$ cat src/rtl/i2c_arb_if.sv
// Signal bundle between the I2C arbiter, its requesters and the shared I2C
// controller. The arbiter uses the slave modport; whatever drives requests
// and models the controller uses the master modport.
// arb_state mirrors the arbiter FSM state for observation.
interface i2c_arb_if #(
    parameter int NREQ = 2
);
    logic [NREQ-1:0]   req;
    logic [8*NREQ-1:0] req_addr;
    logic [8*NREQ-1:0] req_tx_data;
    logic [NREQ-1:0]   req_feed;
    logic [NREQ-1:0]   req_rx_ack;
    logic [NREQ-1:0]   grant;
    logic [NREQ-1:0]   req_busy;
    logic              req_tx_ack;
    logic [7:0]        req_rx_data;
    logic              wd_err;
    logic [7:0]        ctrl_addr;
    logic [7:0]        ctrl_tx_data;
    logic              ctrl_feed;
    logic              ctrl_rx_ack;
    logic              ctrl_rstn;
    logic              ctrl_busy;
    logic              ctrl_tx_ack;
    logic [7:0]        ctrl_rx_data;
    logic              ctrl_active;
    logic [1:0]        arb_state;

    modport slave (
        input  req, req_addr, req_tx_data, req_feed, req_rx_ack,
        input  ctrl_busy, ctrl_tx_ack, ctrl_rx_data, ctrl_active,
        output grant, req_busy, req_tx_ack, req_rx_data, wd_err,
        output ctrl_addr, ctrl_tx_data, ctrl_feed, ctrl_rx_ack, ctrl_rstn,
        output arb_state
    );

    modport master (
        output req, req_addr, req_tx_data, req_feed, req_rx_ack,
        output ctrl_busy, ctrl_tx_ack, ctrl_rx_data, ctrl_active,
        input  grant, req_busy, req_tx_ack, req_rx_data, wd_err,
        input  ctrl_addr, ctrl_tx_data, ctrl_feed, ctrl_rx_ack, ctrl_rstn,
        input  arb_state
    );
endinterface

$ cat src/rtl/i2c_arb.sv
// Round-robin arbiter sharing one I2C controller between NREQ requesters,
// one grant per complete START..STOP transaction.
// Optional watchdog abort of hung transactions: define I2C_ARB_WATCHDOG_EN.
// Handshake: a requester holds req high until granted; once granted it owns
// the controller until ctrl_active drops (STOP or NACK), regardless of req.
module i2c_arb #(
    parameter int NREQ      = 2,
    parameter int PTR_W     = 3,
    parameter int WD_CYCLES = 200_000
) (
    input logic      clk,
    input logic      rstn,
    i2c_arb_if.slave bus
);
    typedef enum logic [1:0] {
        ARB_IDLE   = 2'd0,
        ARB_LAUNCH = 2'd1,
        ARB_RUN    = 2'd2,
        ARB_DRAIN  = 2'd3
    } arb_state_t;

    arb_state_t       state;
    arb_state_t       state_nxt;
    logic [NREQ-1:0]  grant_q;
    logic [PTR_W-1:0] last;
    logic [PTR_W-1:0] winner;
    logic             any_req;
    logic             wd_hit;
    logic             abort_q;
    logic             owning;

    assign any_req = |bus.req;
    assign owning  = (state == ARB_LAUNCH) || (state == ARB_RUN);

    // Round-robin pick: first requester found starting at last+1, wrapping.
    always_comb begin
        logic found;
        found  = 1'b0;
        winner = last;
        for (int k = 1; k <= NREQ; k++) begin
            for (int i = 0; i < NREQ; i++) begin
                if (!found && bus.req[i] && (i == (int'(last) + k) % NREQ)) begin
                    found  = 1'b1;
                    winner = PTR_W'(i);
                end
            end
        end
    end

    // FSM state register.
    always_ff @(posedge clk or negedge rstn) begin
        if (!rstn) state <= ARB_IDLE;
        else       state <= state_nxt;
    end

    // FSM next-state logic; ctrl_active is sampled on the rising edge.
    always_comb begin
        state_nxt = state;
        case (state)
            ARB_IDLE:   if (any_req) state_nxt = ARB_LAUNCH;
            ARB_LAUNCH: begin
                if (wd_hit)               state_nxt = ARB_DRAIN;
                else if (bus.ctrl_active) state_nxt = ARB_RUN;
            end
            ARB_RUN:    if (wd_hit || !bus.ctrl_active) state_nxt = ARB_DRAIN;
            ARB_DRAIN:  state_nxt = ARB_IDLE;
            default:    state_nxt = ARB_IDLE;
        endcase
    end

    // Grant and round-robin pointer; grant held through DRAIN unless aborted.
    always_ff @(posedge clk or negedge rstn) begin
        if (!rstn) begin
            grant_q <= '0;
            last    <= PTR_W'(NREQ - 1);
        end else if (state == ARB_IDLE && any_req) begin
            grant_q <= {{(NREQ-1){1'b0}}, 1'b1} << winner;
            last    <= winner;
        end else if (wd_hit || state == ARB_DRAIN) begin
            grant_q <= '0;
        end
    end

    // FSM outputs: mux the owner onto the controller; idle/drain park feed high.
    always_comb begin
        bus.ctrl_addr    = 8'hFF;
        bus.ctrl_tx_data = 8'hFF;
        bus.ctrl_feed    = 1'b1;
        bus.ctrl_rx_ack  = 1'b1;
        for (int i = 0; i < NREQ; i++) begin
            if (owning && last == PTR_W'(i)) begin
                bus.ctrl_addr    = bus.req_addr[8*i +: 8];
                bus.ctrl_tx_data = bus.req_tx_data[8*i +: 8];
                bus.ctrl_feed    = bus.req_feed[i];
                bus.ctrl_rx_ack  = bus.req_rx_ack[i];
            end
        end
        for (int i = 0; i < NREQ; i++) begin
            bus.req_busy[i] = grant_q[i] ? bus.ctrl_busy : 1'b1;
        end
    end

    assign bus.grant       = grant_q;
    assign bus.req_tx_ack  = bus.ctrl_tx_ack;
    assign bus.req_rx_data = bus.ctrl_rx_data;
    assign bus.ctrl_rstn   = rstn & ~abort_q;
    assign bus.arb_state   = state;

`ifdef I2C_ARB_WATCHDOG_EN
    localparam int WD_W = $clog2(WD_CYCLES + 1);

    logic [WD_W-1:0] wd_cnt;
    logic            abort_hold;
    logic            wd_err_q;

    // Fires on the WD_CYCLES-th edge after the grant while still owning.
    assign wd_hit = owning && (wd_cnt == WD_W'(WD_CYCLES - 1));

    // Watchdog counter, abort stretcher (abort_q high for two cycles), error pulse.
    always_ff @(posedge clk or negedge rstn) begin
        if (!rstn) begin
            wd_cnt     <= '0;
            abort_q    <= 1'b0;
            abort_hold <= 1'b0;
            wd_err_q   <= 1'b0;
        end else begin
            wd_err_q <= wd_hit;
            if (state == ARB_IDLE && any_req) wd_cnt <= '0;
            else if (owning && !wd_hit)       wd_cnt <= wd_cnt + WD_W'(1);
            if (wd_hit) begin
                abort_q    <= 1'b1;
                abort_hold <= 1'b1;
            end else if (abort_hold) begin
                abort_hold <= 1'b0;
            end else begin
                abort_q <= 1'b0;
            end
        end
    end

    assign bus.wd_err = wd_err_q;
`else
    assign wd_hit     = 1'b0;
    assign abort_q    = 1'b0;
    assign bus.wd_err = 1'b0;
`endif
endmodule

$ cat src/flat_wrapper.sv
// flat-port wrapper written by rule: the top's interface ports become plain ports
module i2c_arb_flat 
#(
    parameter int NREQ      = 2,
    parameter int PTR_W     = 3,
    parameter int WD_CYCLES = 200_000
)
  (clk, rstn, bus_req, bus_req_addr, bus_req_tx_data, bus_req_feed, bus_req_rx_ack, bus_ctrl_busy, bus_ctrl_tx_ack, bus_ctrl_rx_data, bus_ctrl_active, bus_grant, bus_req_busy, bus_req_tx_ack, bus_req_rx_data, bus_wd_err, bus_ctrl_addr, bus_ctrl_tx_data, bus_ctrl_feed, bus_ctrl_rx_ack, bus_ctrl_rstn, bus_arb_state);
  i2c_arb_if #(.NREQ(NREQ)) bus_i ();
  input logic clk;
  input logic rstn;
  input wire logic [$bits(bus_i.req)-1:0] bus_req;
  input wire logic [$bits(bus_i.req_addr)-1:0] bus_req_addr;
  input wire logic [$bits(bus_i.req_tx_data)-1:0] bus_req_tx_data;
  input wire logic [$bits(bus_i.req_feed)-1:0] bus_req_feed;
  input wire logic [$bits(bus_i.req_rx_ack)-1:0] bus_req_rx_ack;
  input wire logic [$bits(bus_i.ctrl_busy)-1:0] bus_ctrl_busy;
  input wire logic [$bits(bus_i.ctrl_tx_ack)-1:0] bus_ctrl_tx_ack;
  input wire logic [$bits(bus_i.ctrl_rx_data)-1:0] bus_ctrl_rx_data;
  input wire logic [$bits(bus_i.ctrl_active)-1:0] bus_ctrl_active;
  output wire logic [$bits(bus_i.grant)-1:0] bus_grant;
  output wire logic [$bits(bus_i.req_busy)-1:0] bus_req_busy;
  output wire logic [$bits(bus_i.req_tx_ack)-1:0] bus_req_tx_ack;
  output wire logic [$bits(bus_i.req_rx_data)-1:0] bus_req_rx_data;
  output wire logic [$bits(bus_i.wd_err)-1:0] bus_wd_err;
  output wire logic [$bits(bus_i.ctrl_addr)-1:0] bus_ctrl_addr;
  output wire logic [$bits(bus_i.ctrl_tx_data)-1:0] bus_ctrl_tx_data;
  output wire logic [$bits(bus_i.ctrl_feed)-1:0] bus_ctrl_feed;
  output wire logic [$bits(bus_i.ctrl_rx_ack)-1:0] bus_ctrl_rx_ack;
  output wire logic [$bits(bus_i.ctrl_rstn)-1:0] bus_ctrl_rstn;
  output wire logic [$bits(bus_i.arb_state)-1:0] bus_arb_state;
  assign bus_i.req = bus_req;
  assign bus_i.req_addr = bus_req_addr;
  assign bus_i.req_tx_data = bus_req_tx_data;
  assign bus_i.req_feed = bus_req_feed;
  assign bus_i.req_rx_ack = bus_req_rx_ack;
  assign bus_i.ctrl_busy = bus_ctrl_busy;
  assign bus_i.ctrl_tx_ack = bus_ctrl_tx_ack;
  assign bus_i.ctrl_rx_data = bus_ctrl_rx_data;
  assign bus_i.ctrl_active = bus_ctrl_active;
  assign bus_grant = bus_i.grant;
  assign bus_req_busy = bus_i.req_busy;
  assign bus_req_tx_ack = bus_i.req_tx_ack;
  assign bus_req_rx_data = bus_i.req_rx_data;
  assign bus_wd_err = bus_i.wd_err;
  assign bus_ctrl_addr = bus_i.ctrl_addr;
  assign bus_ctrl_tx_data = bus_i.ctrl_tx_data;
  assign bus_ctrl_feed = bus_i.ctrl_feed;
  assign bus_ctrl_rx_ack = bus_i.ctrl_rx_ack;
  assign bus_ctrl_rstn = bus_i.ctrl_rstn;
  assign bus_arb_state = bus_i.arb_state;
  i2c_arb #(.NREQ(NREQ), .PTR_W(PTR_W), .WD_CYCLES(WD_CYCLES)) u_core (.clk(clk), .rstn(rstn), .bus(bus_i));
endmodule
$ cat config.mk
export PLATFORM = sky130hd
export DESIGN_NAME = i2c_arb_flat
export DESIGN_NICKNAME = d
export VERILOG_FILES = /design/src/rtl/i2c_arb_if.sv /design/src/rtl/i2c_arb.sv /design/src/flat_wrapper.sv
export SDC_FILE = /design/constraint.sdc
export NUM_CORES = 1
export LEC_CHECK = 0
export BUFFER_PORTS_ARGS = -buffer_cell sky130_fd_sc_hd__buf_4
export CAP_MARGIN = 20
export CORE_MARGIN = 2
export CORE_UTILIZATION = 35
export CTS_BUF_LIST = sky130_fd_sc_hd__clkbuf_4 sky130_fd_sc_hd__clkbuf_8
export CTS_CLUSTER_DIAMETER = 100
export DETAILED_ROUTE_END_ITERATION = 10
export PLACE_DENSITY = 0.86
export SLEW_MARGIN = 10
export SYNTH_ARGS = -nofsm -noshare
export SYNTH_HDL_FRONTEND = slang
export SYNTH_SLANG_ARGS = --single-unit
$ cat constraint.sdc
create_clock -name clk -period 2.56 [get_ports clk]
set_input_delay 0.512 -clock clk [delete_from_list [all_inputs] [get_ports clk]]
set_output_delay 0.512 -clock clk [all_outputs]
set_load 0.05 [all_outputs]
; Word level (Yosys, flattened, before mapping)
; Cells that the tools add are included.
[op_classes]
add_sub_neg = 2
reduce_logical = 21
mux = 23
bitwise = 2
n_eq_ne = 9
shifts = 1
[op_table]
columns = operator, n
row1 = logical NOT 32 bit, 2
row2 = 2-to-1 mux 8 bit, 4
row3 = 2-to-1 mux 3 bit, 4
row4 = logical AND 1 bit, 10
row5 = 2-to-1 mux 2 bit, 5
row6 = 2-to-1 mux 1 bit, 9
row7 = case mux 2 bit (4 select lines), 1
row8 = == test 2 bit (first input constant), 2
row9 = == test 2 bit (second input constant), 2
row10 = inequality test 2 bit (second input constant), 2
row11 = == test 3 x 1 -> 1 bit (second input constant), 1
row12 = logical NOT 1 bit, 3
row13 = logical NOT 3 bit, 1
row14 = AND reduction 3 bit, 1
row15 = left shift 1 x 3 -> 2 bit (first input constant), 1
row16 = adder 1 bit (second input constant), 2
row17 = bitwise AND 1 bit (first input constant), 2
row18 = == test 2 x 1 -> 1 bit (second input constant), 1
row19 = logical NOT 2 bit, 1
row20 = inequality test 2 x 1 -> 1 bit (second input constant), 1
row21 = nonzero test 2 bit, 1
row22 = OR reduction 2 bit, 1
row23 = logical OR 1 bit, 1
[word_totals]
out_inout_bits = 35
word_cells = 61
in_bits = 51
ff_bits = 7

; Depth between registers and ports, before layout
; Gate-level depths: netlist (run 1).
[depth]
word_depth = 19
depth_mapped = 5
mapped_depth_nobuf = 5

; Worst setup path after synthesis (run 1)
; No wires, ideal clock.
[synth_path]
path_kind = register to output
startpoint = reg u_core.state[0] (netlist: u_core.bus.arb_state[0])
endpoint = out bus_ctrl_addr[0]
stages_incl_launch_ff = 6
required_time_ns = 2.048
arrival_ns = 1.879
slack_ns = 0.169
cell_sequence = dfrtp_1 > inv_1 > ha_1 > nand3_4 > buf_6 > o22a_1
[synth_via]
elab_chain_cells = 5
word_cells_on_any_way = 7
classes_between = eq/ne (2) / mux (2) / reduce/logical (3)
[synth_rtl]
columns = element, line
row1 = start: declaration, i2c_arb.sv:22  ; arb_state_t state;
row2 = start signal: assignment, i2c_arb.sv:53  ; else state <= state_nxt;
row3 = == test 2 x 1 -> 1 bit or == test 2 bit (tied branches), i2c_arb.sv:33  ; assign owning = (state == ARB_LAUNCH) || (state == ARB_RUN);
row4 = logical OR 1 bit *, i2c_arb.sv:33
row5 = logical AND 1 bit, i2c_arb.sv:91  ; if (owning && last == PTR_W'(i)) begin
row6 = 2-to-1 mux 8 bit, i2c_arb.sv:91
row7 = 2-to-1 mux 8 bit *, i2c_arb.sv:91
row8 = end: declaration, flat_wrapper.sv:26  ; output wire logic [$bits(bus_i.ctrl_addr)-1:0] bus_ctrl_addr;
; Mark *: on every way between the ends. The rest lies on a longest branch, timed or not.

; Worst setup path in the final report (run 1)
[layout_path]
startpoint = reg u_core.state[0] (netlist: u_core.bus.arb_state[0])
endpoint = out bus_ctrl_addr[7]
; Same word-level chain as after synthesis.

==> results of run 1 <==
## sequential cells by signal (all words and copies together), names as in the netlist
signal                count
u_core.bus.grant          2
u_core.last               3
u_core.bus.arb_state      2
## worst max-delay path by stage
stage,start,end,cells past startpoint
2_1_floorplan,u_core.bus.arb_state[0]$_DFFE_PN0P_,bus_ctrl_addr[0],5
3_3_place_gp,u_core.bus.arb_state[0]$_DFFE_PN0P_,bus_ctrl_addr[7],5
3_5_place_dp,u_core.bus.arb_state[0]$_DFFE_PN0P_,bus_ctrl_addr[7],5
4_1_cts,u_core.bus.arb_state[0]$_DFFE_PN0P_,bus_ctrl_addr[7],5
5_1_grt,u_core.bus.arb_state[0]$_DFFE_PN0P_,bus_ctrl_addr[7],5
6_report,u_core.bus.arb_state[0]$_DFFE_PN0P_,bus_ctrl_addr[7],5
## cells in the mapped netlist
cell type,count
sky130_fd_sc_hd__o21ai_0,1
sky130_fd_sc_hd__buf_4,11
sky130_fd_sc_hd__dfrtp_1,6
sky130_fd_sc_hd__and2_1,2
sky130_fd_sc_hd__buf_6,2
sky130_fd_sc_hd__nand3_4,1
sky130_fd_sc_hd__ha_1,4
sky130_fd_sc_hd__o32a_1,1
sky130_fd_sc_hd__mux2_1,1
sky130_fd_sc_hd__nand2b_1,3
sky130_fd_sc_hd__nand3b_1,1
sky130_fd_sc_hd__nand3b_4,1
sky130_fd_sc_hd__dfstp_2,1
sky130_fd_sc_hd__a21boi_0,1
sky130_fd_sc_hd__nor2_4,1
sky130_fd_sc_hd__nor2b_1,1
sky130_fd_sc_hd__a221oi_2,1
sky130_fd_sc_hd__nand2_1,3
sky130_fd_sc_hd__inv_1,2
sky130_fd_sc_hd__o22a_1,18
sky130_fd_sc_hd__nor2_1,1
sky130_fd_sc_hd__a31oi_1,1
sky130_fd_sc_hd__nand3_1,1
sky130_fd_sc_hd__conb_1,1
sky130_fd_sc_hd__a21oi_1,1
## layer usage
layer	global-route usage (%)	up-vias	wire (microns)
li1	-	352	-
met1	18.3	341	750
met2	28.5	48	1030
met3	3.77	4	258
met4	6.49	0	26
met5	0	-	0
## area by class of cell
class	instances	area [sq um]	area share, %
timing repair buffer	66	495	44.0
multi-input combinational	45	385	34.2
sequential	7	176	15.7
tap	25	31.3	2.78
clock buffer	4	30.0	2.67
inverter	2	7.51	0.667
## metrics by stage
step	utilization [%]	worst slack, ns	hold WS (ns)	cells
3_5_place_dp	62.1	0.443	0.335	145
6_report	63.8	0.180	0.0655	149
2_1_floorplan	-	0.169	0.216	67
4_1_cts	63.8	0.140	0.0599	149
3_3_place_gp	62.1	0.513	0.332	145
5_1_grt	63.8	0.0688	0.0639	149
## kinds of logic (layout without fill, tap and decap cells)
family,count (synthesis),count (layout)
buffers and inverters,15,72
multiplexers,1,1
AND/OR/NAND/NOR,15,15
flip-flops,7,7
AO/OA/AOI/OAI,24,24
other,1,1
adder cells (fa/ha/maj),4,4
## worst register-to-register path, stage by stage, from the launching register on
cell	delay, ns
sky130_fd_sc_hd__dfrtp_1	0.41
sky130_fd_sc_hd__inv_1	0.10
sky130_fd_sc_hd__ha_1	0.30
sky130_fd_sc_hd__a221oi_2	0.32
sky130_fd_sc_hd__mux2_1	0.35
==> results by stage, run 1 <==
Outcome:
- The flow ran to the end, and the final reports show no timing, DRC or antenna violations.

Floorplan:
- After floorplanning, the core was divided into 15 placement rows.
- The height of the die is 47.9 microns.
- The die covers 0.00229 sq mm.
- The die is 47.9 microns wide.
- The core area is 0.00176 sq mm.
- The initial cell density of the core is 38.2%.
- During I/O placement, the number of pins put on the boundary was 86.

Job:
- The number of violations of the max-capacitance limit is 0.

Setup path:
- The number of buffers and inverters on the critical path is 2.
- The category of the most critical setup path is flop to output pin.
- The highest-delay cell along the critical path is sky130_fd_sc_hd__dfrtp_1.
- In this design, the largest share of critical-path delay is due to flip-flops.
- Data on the critical path is required at its endpoint by 2.05 ns.
- The signal on the critical path passes through inv_1, ha_1, nand3b_4, o22a_1, buf_4.
- The data arrival time of the worst path is 1.87 ns.
- The startpoint identified for the worst register-to-register timing path is u_core.bus.arb_state[0]$_DFFE_PN0P_.
- The end of the worst register-to-register path is u_core.bus.arb_state[1]$_DFFE_PN0P_.
- On the worst path, the slowest cell contributes a delay of 0.41 ns.
- In this run the worst path has a maximum fanout of 18.
- The worst setup path is launched from a flop.
- The number of cell instances on the worst register-to-register path is 4.
- The internal reg-to-reg setup slack is 0.97 ns.
- The worst setup path is captured at an output pin.

Place:
- The placed instances occupy a cell area of 0.00110 sq mm.
- The last weighted congestion value of the routability-driven placer is 0.662.
- The sum of net half-perimeters after detailed placement is 1700 microns.
- Buffers placed on the I/O ports in this run total 66.

Clock tree:
- Clock-pin slew was measured on the worst setup and hold paths at 0.05 ns.
- In this run the clock root is driven by a sky130_fd_sc_hd__clkbuf_4.
- Hold repair after CTS inserted 0 buffers.
- The total setup buffers inserted after CTS is 0.
- The number of clock sinks is 7.
- The CTS tree is built.
- The number of gates resized after CTS was 0.
- The clock buffer count from CTS is 3.
- The clock passes through at most 2 buffers.
- In this run the number of H-tree levels came out at 1.
- The latest clock arrival within the worst-skew pair is 0.25 ns.

Synth:
- The synthesized-area fraction occupied by ao, oa, aoi and oai cells is 30.6%.
- The top cell type by area accounts for 23.4% of the synthesized area.
- Of the total synthesized cell area, the portion taken by XOR and XNOR cells is 0%.
- Summing every instance area after synthesis gives 674 sq um.
- Each instance of the synthesized netlist takes up on average 10.1 sq um.
- After synthesis, the netlist uses 25 different library cells.
- Ranked by total cell area, the synthesized netlist is headed by sky130_fd_sc_hd__o22a_1 23%, sky130_fd_sc_hd__dfrtp_1 22%, sky130_fd_sc_hd__buf_4 12%, sky130_fd_sc_hd__ha_1 7.4%, sky130_fd_sc_hd__dfstp_2 3.9%.
- The area share of and/or/nand/nor cells after synthesis is 16.9%.
- The largest family of logic cells by synthesized area is compound AO/OA/AOI/OAI gates.
- The number of synthesized register bits is 7.
- The number of warnings reported in the yosys synthesis log is 0.
- In the synthesized netlist, mux cells make up 1.67% of the area.
- The number of nets in the synthesized netlist is 122.
- The portion of the post-synthesis area used by sequential elements is 26.2%.
- Synthesis produced a netlist whose cell count is 67.
- The top cell type by total area after synthesis is sky130_fd_sc_hd__o22a_1.
- The adder and majority cell fraction of the synthesized area is 7.42%.

Cells and area:
- The top cell types in the final layout, fill and taps aside, are 66 x sky130_fd_sc_hd__buf_4, 18 x sky130_fd_sc_hd__o22a_1, 6 x sky130_fd_sc_hd__dfrtp_1.
- The total non-filler cell area in the finished layout is 0.00113 sq mm.
- At the end of the flow, the number of nets in the layout was 180.
- The final antenna diode count is 0.
- Cells with a size suffix above 1 make up 60.5% of the layout.
- Leaving out fill and tap cells, the most frequent cell in the layout is sky130_fd_sc_hd__buf_4.
- After filler insertion, the fill cell instance count of the layout stands at 165.
- Relative to the synthesized area, the layout overhead comes to 67.0%.

STA:
- The final critical-path share of the clock period is 93.0%.
- Setup repair after global routing left no endpoint under its margin.
- Setup violations remaining at the end of the flow were counted as 0.
- The number of pins exceeding their max-slew limit in the final report is 0.
- The clock tree skew after final layout is 0.00561 ns.
- For this run, the top clock speed supported by timing is 0.420 GHz.
- The time the final worst path needs with I/O delays and setup is 2.38 ns.
- The number of hold-slack violations in the final timing report is 0.
- The accumulated negative setup slack is 0 ns.

Routing:
- The violation count after the first detailed-route iteration is 6.
- In the routed design, unresolved DRC markers number 0.
- The routed length per instance is 13.8 microns.
- The total wirelength of the detailed-routed design is 2060 microns.
- The vias per cell is 5.00.
- The detailed-route via count is 745.
- Before antenna repair, the detailed router went through 4 iterations.
- Once detail routing completed, the nets flagged for antenna violations numbered 0.

Global route:
- The initial antenna violation count is 0.
- The via count of the first global-routing pass is 605.
- The maximum number of pins on one net before global-route repair is 19.
- The total overflow left after global routing is 0.
- The combined global-route utilization of all metal layers is 16.0%.
- The global-route wire length before repair is 2530 microns.

Min path:
- The worst hold-check path type is input port to asynchronous set/reset pin.
Power of run 1 is left out: the tool's default activity adds up to more than one toggle a clock period on the data nets, which glitch-free logic cannot reach.
==> run 2: changes to the inputs <==
- PLACE_DENSITY: 0.86 -> 0.87
- SETUP_SLACK_MARGIN: default -> 0.2
==> run 2 against run 1 <==
Effect of this change: core utilization grew 2.0 points; non-clock buffer count unchanged; clock skew decreased by 0.0036 ns; sequential share of layout area is 0.36 points lower; via count up 2.6%; maximum frequency grew 4.5%; count of clock-buffer cells in the layout stayed put.
==> results by stage, run 2 (synthesis gave the netlist of run 1 again) <==
Outcome:
- The flow ran to the end, and the final reports show no timing, DRC or antenna violations.

Routing:
- The final layout contains routed wiring with a total length of 2300 microns.
- The remaining antenna violation count is 0.
- Detailed routing inserted a total of 764 vias.
- The number of iterations in the first detailed-routing pass is 4.
- After detailed routing, the number of vias per cell comes to 5.06.
- For this block, the initial DRC count from the detailed router was 14.
- The routed length per instance is 15.2 microns.
- The count of unresolved DRC violations after routing is 0.

Setup path:
- The gate family responsible for the most delay along the worst path is flip-flops.
- Walking the worst path, the cells encountered are inv_1, ha_4, nand3b_2, o22a_1, buf_4.
- The largest individual stage delay along the critical path comes from the cell sky130_fd_sc_hd__dfrtp_1.
- The worst setup path is captured at an output pin.
- Counting both buffers and inverters, the worst setup path holds a total of 2.
- The category of the most critical setup path is flop to output pin.
- In this run the critical register-to-register path is captured at u_core.bus.arb_state[1]$_DFFE_PN0P_.
- Counting cells, the worst reg-to-reg path comes to 5.
- The maximum cell stage delay along the critical path is 0.40 ns.
- Across all register-to-register paths, the minimum setup slack is 1.01 ns.
- The destination of the critical timing path is bus_ctrl_tx_data[2].
- The critical path crosses 5 cells after its start point.
- The required time reported for the critical path endpoint is 2.05 ns.
- The largest fanout on the critical path is 9.
- The startpoint type of the worst setup path is a flop.
- At the worst endpoint, the arrival time is 1.76 ns.
- The startpoint of the worst setup timing path is u_core.bus.arb_state[1]$_DFFE_PN0P_.
- The worst register-to-register path begins at u_core.bus.arb_state[1]$_DFFE_PN0P_.

Clock tree:
- Clock-pin slew was measured on the worst setup and hold paths at 0.05 ns.
- The root buffer cell is sky130_fd_sc_hd__clkbuf_4.
- In this run the number of H-tree levels came out at 1.
- The total setup buffers inserted after CTS is 0.
- The latest clock arrival within the worst-skew pair is 0.26 ns.
- The hold buffer count at cts is 0.
- The number of clock sinks is 7.
- TritonCTS built the clock tree.
- The number of clock buffers added by TritonCTS is 3.
- The post-cts gate resize count is 0.
- The longest clock path from root to sink contains 2 buffers.

Floorplan:
- The die covers 0.00229 sq mm.
- The count of pins on the block boundary is 86.
- The number of placement rows is 15.
- The die is 47.9 microns wide.
- The height of the die is 47.9 microns.
- The initial cell density of the core is 38.2%.
- The core area is 0.00176 sq mm.

Cells and area:
- The final antenna diode count is 0.
- The area overhead of the layout relative to synthesis is 72.2%.
- Fill cells in the final layout number 147.
- The fraction of layout cells with a size suffix above 1 is 62.7%.
- u_core.last holds more flip-flops than any other register.
- The top cell types in the final layout, fill and taps aside, are 66 x sky130_fd_sc_hd__buf_4, 18 x sky130_fd_sc_hd__o22a_1, 5 x sky130_fd_sc_hd__dfrtp_1.
- The final layout net count is 182.
- The most common cell after layout, fill and taps aside is sky130_fd_sc_hd__buf_4.
- The number of flip-flops in the largest register is 3.

STA:
- Setup violations remaining at the end of the flow were counted as 0.
- The achievable clock frequency is 0.439 GHz.
- The accumulated negative setup slack is 0 ns.
- The number of hold-slack violations in the final timing report is 0.
- Counting I/O delays and the setup requirement, the final critical path takes 2.28 ns.
- The number of pins exceeding their max-slew limit in the final report was 0.
- For the final database, setup skew stands at 0.00200 ns.
- Setup repair after global routing left no endpoint under its margin.
- The final critical-path share of the clock period is 88.9%.

Global route:
- Entering global routing, the biggest net connects 19 pins.
- The initial antenna violation count is 0.
- The global-route wire length before repair is 2790 microns.
- The combined global-route utilization of all metal layers is 17.4%.
- The via count of the first global-routing pass is 673.
- The remaining global-route overflow is 0.

Min path:
- The worst hold-check path type is input port to asynchronous set/reset pin.

Place:
- The number of port buffers is 66.
- The last weighted congestion value of the routability-driven placer is 0.740.
- The sum of net half-perimeters after detailed placement is 1800 microns.

Job:
- The number of violations of the max-capacitance limit is 0.
[run 2: layout make-up]
type                            instances  area, sq um  share of cell area [%]
Clock buffer                            4         30.0                    2.59
Inverter                                2         7.51                   0.647
Multi-Input combinational cell         47          419                    36.1
Sequential cell                         7          178                    15.3
Tap cell                               25         31.3                    2.69
Timing Repair Buffer                   66          495                    42.7
[run 2: worst min path at each step]
| stage | start | endpoint | slack [ns] | cells after the start |
|---|---|---|---|---|
| detailed placement | rstn | u_core.bus.arb_state[1]$_DFFE_PN0P_ | 0.33 | 1 |
| global route | rstn | u_core.last[1]$_DFFE_PN0P_ | 0.06 | 1 |
| finish | rstn | u_core.bus.grant[0]$_DFFE_PN0P_ | 0.06 | 1 |
| global placement | rstn | u_core.bus.arb_state[1]$_DFFE_PN0P_ | 0.33 | 1 |
| CTS | rstn | u_core.bus.grant[0]$_DFFE_PN0P_ | 0.05 | 1 |
| floorplan | rstn | u_core.bus.arb_state[0]$_DFFE_PN0P_ | 0.22 | 0 |
[run 2: routing by layer]
| metal | routed length [microns] | vias to the layer above | GRT usage, % |
|---|---|---|---|
| met5 | 0 | - | 0 |
| met4 | 15 | 0 | 4.32 |
| met3 | 229 | 6 | 6.42 |
| met2 | 1220 | 46 | 31.7 |
| met1 | 837 | 349 | 18.9 |
| li1 | - | 363 | - |
[run 2: worst register-to-register path, delay by kind of cell (launching register included)]
family,cells,cell delay (ns)
AO/OA/AOI/OAI,1,0.23
adder cells (fa/ha/maj),1,0.19
buffers and inverters,1,0.11
flip-flops,1,0.40
multiplexers,1,0.35
AND/OR/NAND/NOR,1,0.15
[run 2: per-stage QoR]
step | util (%) | area [sq um] | worst slack (ns) | hold WS (ns) | instances
after floorplan | - | 676 | 0.201 | 0.216 | 67
after global placement | 62.2 | 1100 | 0.557 | 0.331 | 145
after detailed placement | 62.2 | 1100 | 0.489 | 0.332 | 145
after CTS | 63.9 | 1130 | 0.205 | 0.0541 | 149
after global routing | 65.8 | 1160 | 0.216 | 0.0593 | 151
final | 65.8 | 1160 | 0.283 | 0.0603 | 151
Power of run 2 is left out for the same reason.
